File: config.mk
export PLATFORM = sky130hd
export DESIGN_NAME = accum_drain
export DESIGN_NICKNAME = d
export VERILOG_FILES = /design/src/rtl/accum_pkg.sv /design/src/rtl/accum_skid_buffer.sv /design/src/rtl/accum_drain.sv
export SDC_FILE = /design/constraint.sdc
export NUM_CORES = 1
export LEC_CHECK = 0
export CORE_MARGIN = 2
export CORE_UTILIZATION = 40
export CTS_BUF_LIST = sky130_fd_sc_hd__clkbuf_4
export DETAILED_ROUTE_END_ITERATION = 12
export PLACE_DENSITY = 0.65
export SYNTH_ARGS = -nofsm -noshare
export SYNTH_HDL_FRONTEND = slang
export SYNTH_SLANG_ARGS = --single-unit
File: constraint.sdc
create_clock -name clock -period 3 [get_ports clock]
set_clock_uncertainty 0.05 [all_clocks]
set_input_delay 0.45 -clock clock [delete_from_list [all_inputs] [get_ports clock]]
set_output_delay 0.45 -clock clock [all_outputs]
set_load 0.02 [all_outputs]
File: src/rtl/accum_pkg.sv
// Shared types and sizing helpers for the accumulator drain block.
// Holds the default word width, FSM state type and length-width helper.
package accum_pkg;

   localparam int A_BITS_DEF = 32;

   typedef enum logic [1:0] {
      IDLE  = 2'd0,
      DRAIN = 2'd1,
      FLUSH = 2'd2,
      DONE  = 2'd3
   } state_t;

   function automatic int len_bits(input int depth);
      return $clog2(depth + 1);
   endfunction

endpackage

File: src/rtl/accum_skid_buffer.sv
// Two-entry in-order buffer carrying a data word and its last flag.
// Entry 0 is always the oldest word and drives the outputs directly.
module accum_skid_buffer #(
   parameter int W = 32
) (
   input  logic         clock,
   input  logic         reset,
   input  logic         push,
   input  logic [W-1:0] push_data,
   input  logic         push_last,
   input  logic         pop,
   output logic [W-1:0] out_data,
   output logic         out_last,
   output logic [1:0]   occupancy
);

   logic [W-1:0] d0_q;
   logic [W-1:0] d1_q;
   logic         l0_q;
   logic         l1_q;
   logic [1:0]   occ_q;
   logic         do_push;
   logic         do_pop;

   assign do_push   = push & (occ_q != 2'd2);
   assign do_pop    = pop & (occ_q != 2'd0);
   assign out_data  = d0_q;
   assign out_last  = l0_q;
   assign occupancy = occ_q;

   // Shift/fill the two slots so entry 0 always holds the oldest word.
   always_ff @(posedge clock) begin
      if (reset) begin
         d0_q  <= '0;
         d1_q  <= '0;
         l0_q  <= 1'b0;
         l1_q  <= 1'b0;
         occ_q <= 2'd0;
      end else begin
         case ({do_push, do_pop})
            2'b10: begin
               if (occ_q == 2'd0) begin
                  d0_q <= push_data;
                  l0_q <= push_last;
               end else begin
                  d1_q <= push_data;
                  l1_q <= push_last;
               end
               occ_q <= occ_q + 2'd1;
            end
            2'b01: begin
               d0_q  <= d1_q;
               l0_q  <= l1_q;
               l1_q  <= 1'b0;
               occ_q <= occ_q - 2'd1;
            end
            2'b11: begin
               if (occ_q == 2'd1) begin
                  d0_q <= push_data;
                  l0_q <= push_last;
               end else begin
                  d0_q <= d1_q;
                  l0_q <= l1_q;
                  d1_q <= push_data;
                  l1_q <= push_last;
               end
            end
            default: begin
            end
         endcase
      end
   end

endmodule

File: src/rtl/accum_drain.sv
// Drains len accumulator words from an upstream queue into a valid/ready stream.
// Optional ACCUM_DRAIN_RELU_EN zeroes negative words as they are captured.
module accum_drain
   import accum_pkg::*;
#(
   parameter  int A_BITS      = A_BITS_DEF,
   parameter  int FIFO_LENGTH = 8,
   localparam int LEN_BITS    = len_bits(FIFO_LENGTH)
) (
   input  logic                clock,
   input  logic                reset,
   input  logic                start,
   input  logic [LEN_BITS-1:0] len,
   output logic                stall,
   input  logic [A_BITS-1:0]   a_in,
   output logic [A_BITS-1:0]   out_data,
   output logic                out_valid,
   input  logic                out_ready,
   output logic                out_last,
   output logic                busy,
   output logic                done
);

   state_t              state_q;
   state_t              state_d;
   logic [LEN_BITS-1:0] rem_q;
   logic [LEN_BITS-1:0] rem_d;
   logic [1:0]          occ;
   logic                cap;
   logic                cap_last;
   logic                pop;
   logic                buf_last;
   logic [A_BITS-1:0]   cap_data;

   // Stall comes only from registers so the queue sees no combinational path.
   assign stall = (state_q != DRAIN)
                | (occ == 2'd2)
                | (rem_q == '0);

   assign cap       = ~stall;
   assign cap_last  = cap & (rem_q == LEN_BITS'(1));
   assign out_valid = (occ != 2'd0);
   assign pop       = out_valid & out_ready;
   assign out_last  = buf_last & out_valid;
   assign busy      = (state_q != IDLE);
   assign done      = (state_q == DONE);

`ifdef ACCUM_DRAIN_RELU_EN
   assign cap_data = a_in[A_BITS-1] ? '0 : a_in;
`else
   assign cap_data = a_in;
`endif

   accum_skid_buffer #(
      .W (A_BITS)
   ) u_buf (
      .clock     (clock),
      .reset     (reset),
      .push      (cap),
      .push_data (cap_data),
      .push_last (cap_last),
      .pop       (pop),
      .out_data  (out_data),
      .out_last  (buf_last),
      .occupancy (occ)
   );

   // Next-state and remaining-count logic for the drain sequence.
   always_comb begin
      state_d = state_q;
      rem_d   = rem_q;
      unique case (state_q)
         IDLE: begin
            if (start) begin
               if (len == '0) begin
                  state_d = DONE;
               end else begin
                  state_d = DRAIN;
                  rem_d   = len;
               end
            end
         end
         DRAIN: begin
            if (cap) begin
               rem_d = rem_q - LEN_BITS'(1);
            end
            if (pop & out_last) begin
               state_d = DONE;
            end else if (cap_last) begin
               state_d = FLUSH;
            end
         end
         FLUSH: begin
            if (pop & out_last) begin
               state_d = DONE;
            end
         end
         DONE: begin
            state_d = IDLE;
         end
         default: begin
            state_d = IDLE;
         end
      endcase
   end

   // State and remaining-count registers; reset abandons any drain.
   always_ff @(posedge clock) begin
      if (reset) begin
         state_q <= IDLE;
         rem_q   <= '0;
      end else begin
         state_q <= state_d;
         rem_q   <= rem_d;
      end
   end

endmodule

==> run metrics <==
status finished clean; DRT iter0 DRCs 119; area fraction in compound gates after synthesis 0.232; remaining antenna violation count 0; Worst EP arrival 2.22 ns; Clk Latency, worst-skew pair 0.41 ns; met3 usage 0.0368; asr flop ratio synth 0; Die Footprint 10100 sq um; register-to-register setup slack 0.36 ns; Slew Limit Headroom 0.610; Synth Instances 391; Area Growth Syn to Fin 25.8%; simple-gate share of the synthesized area 0.249; critical path startpoint u_buf.occupancy[0]$_SDFFE_PP0P_; largest net degree at the start of global routing 38; Root Buffer clkbuf_4; pre-CTS WS 0.357 ns; FF/Latch Area 1480 sq um; setup ws final 0.277 ns; met1 Use GR 0.227; Cell Area, Synth 3720 sq um; clock sinks 74; mean number of vias per cell 5.31; met2 usage 0.293; post-synthesis sequential area ratio 0.398; Congestion Overflow GR 0; H-tree depth 3; Setup crit end kind primary output; Worst-Margin Slew 0.580 ns; antenna violations before repair 0; Top FF cell, synth dfxtp_1; crit-path max FO 4; GRT Max-Usage Layer met2; final worst path period need 2.72 ns; global-route usage over all layers 0.176; initial core utilization 0.407; multi-input logic area 2020 sq um; setup tns final 0 ns; Leakage 0.00169 uW; Post-route DRC 0; Worst R2R End u_buf.d1_q[31]$_SDFFE_PP0P_; port bufs 76; TritonCTS Buffers 9; mux cell area share after synthesis 0.00571; xor and xnor fraction of the mapped netlist area 0.00471; number of global-route vias before repair 3096; reg2reg path depth 11; Cell Rows 35; diode count 0; Post-Syn Nets 445; first-pass GRT wire length 14.3 mm; CTS clk-pin slew, worst paths 0.12 ns; Distinct cells, synth 46; Hold WC Path Type reg -> reg; r2r startpoint u_buf.occupancy[0]$_SDFFE_PP0P_; final hold vios 0; # IOs 77; max cap viols 0; period utilization 0.908; core area 9150 sq um; largest family of logic cells by synthesized area simple AND/OR/NAND/NOR gates; post-layout net count 519; final setup fails 0; Worst Setup EP stall; max-slew violations 0; die extent in x 100 um; Syn. warnings 0; die height 100 um; CTS max path bufs 2; post-synthesis area per instance 9.52 sq um; Synth Area in Adders 0.0471; final wirelength 8.45 mm; hold_sp u_buf.d1_q[0]$_SDFFE_PP0P_; Detail Placement HPWL 5.85 mm; WS Path Type reg -> out; Max Clk Rate 0.367 GHz; total of fill cells in the finished design 858; gpl congestion 0.761; CTS tree done; Max VDD drop 0.000496 V; pwr dens 1060 nW/um^2; DR vias 3073; Avg WL per Cell 14.6 um; WP data required 2.50 ns; #FFs+latches synth 74; CP startpoint kind flop; post-CTS setup buffers 0; Post-synth EDFFs 0; first-pass iteration count of the detailed router 4; share of cells above drive strength 1 0.205; final hold slack 0.418 ns; RSZ-0062 raised after global routing false
## state kept, by name, indices dropped and copies added (netlist names)
name,cells
u_buf.d1_q,32
u_buf.out_data,32
rem_q,4
state_q,2
u_buf.occupancy,2
u_buf.l1_q,1
u_buf.out_last,1
## critical path, stage by stage (launching register included)
cell             delay (ns)
dfxtp_1                0.39
inv_1                  0.08
ha_1                   0.24
nand2b_1               0.17
nor2_1                 0.18
buf_4                  0.17
inv_1                  0.05
clkdlybuf4s50_1        0.53
## what timing repair did
item                                    4_1_cts  5_1_grt
gates resized for setup                       0        1
endpoints found under the setup margin        0        1
hold buffers                                  0        0
## how the worst min path moves through the flow
stage | end | slack [ns] | cells past startpoint
floorplan | u_buf.d1_q[0]$_SDFFE_PP0P_ | 0.39 | 2
global placement | u_buf.d1_q[0]$_SDFFE_PP0P_ | 0.39 | 2
detailed placement | u_buf.d1_q[0]$_SDFFE_PP0P_ | 0.40 | 2
CTS | u_buf.d1_q[0]$_SDFFE_PP0P_ | 0.42 | 2
global route | u_buf.d1_q[21]$_SDFFE_PP0P_ | 0.44 | 2
finish | u_buf.d1_q[0]$_SDFFE_PP0P_ | 0.42 | 2
## power by group
part / leakage [uW] / switching (uW) / internal [uW]
clock network: 0.0000665 / 328 / 238
registers: 0.000605 / 215 / 1330
logic: 0.00101 / 1600 / 1260
## logic make-up (layout without fill, tap and decap cells)
family | after synthesis | count (layout)
AOI/OAI and AO/OA | 96 | 96
xor gates and xnor gates | 2 | 2
adders and majority gates | 14 | 14
buffers and inverters | 43 | 120
DFF | 74 | 74
muxes | 2 | 2
and+or+nand+nor | 160 | 160
## layout by cell type (no fill, tap or decap), types with 9 or more instances in the layout
cell             netlist  routed
nand2_1               70      69
nor2b_1               26      26
a21oi_1               38      38
ha_1                  14      14
and2b_1               10      10
a221oi_2              29      29
clkdlybuf4s50_1        0      75
inv_1                 14      14
buf_4                  3      15
nor3_2                29      29
clkbuf_4               0       9
dfxtp_1               74      74
## layout make-up
class / count / area share
Multi-Input combinational cell: 274 / 0.432
Sequential cell: 74 / 0.316
Timing Repair Buffer: 91 / 0.185
Tap cell: 111 / 0.0296
Clock buffer: 9 / 0.0144
Inverter: 15 / 0.0120
Clock inverter: 5 / 0.0101
## metal layers
layer	routed length, um	share of wire	vias up
li1	-	-	1527
met1	4070	0.48	1479
met2	3960	0.47	57
met3	318	0.038	10
met4	110	0.013	0
met5	0	0	-
## synth_stat cells (2+ instances only)
master    count  area [sq um]
dfxtp_1      74          1480
nand2_1      70           263
a21oi_1      38           190
a221oi_2     29           435
nor3_2       29           290
nor2b_1      26           163
ha_1         14           175
inv_1        14          52.6
clkbuf_1     13          48.8
and2b_1      10          75.1
nor2_1        8          30.0
a221oi_1      5          43.8
buf_2         5          25.0
nand2b_1      4          25.0
nor3_1        4          20.0
o21ai_0       4          20.0
buf_1         3          11.3
buf_12        3          60.1
buf_4         3          22.5
a211oi_1      2          15.0
a31oi_1       2          12.5
and2_1        2          12.5
nand3_1       2          10.0
o21a_1        2          15.0
o21ai_1       2          10.0
o41ai_1       2          17.5
xnor2_1       2          17.5
## stage by stage
stage                util  instances  area (sq um)  power (uW)
global placement    0.499        565          4560        4370
finish              0.512        579          4680        4970
floorplan               -        391          3720        3640
CTS                 0.511        579          4680        5010
global route        0.512        579          4680        5350
detailed placement  0.499        565          4560        4420
Power figures use the tool's default switching activity.
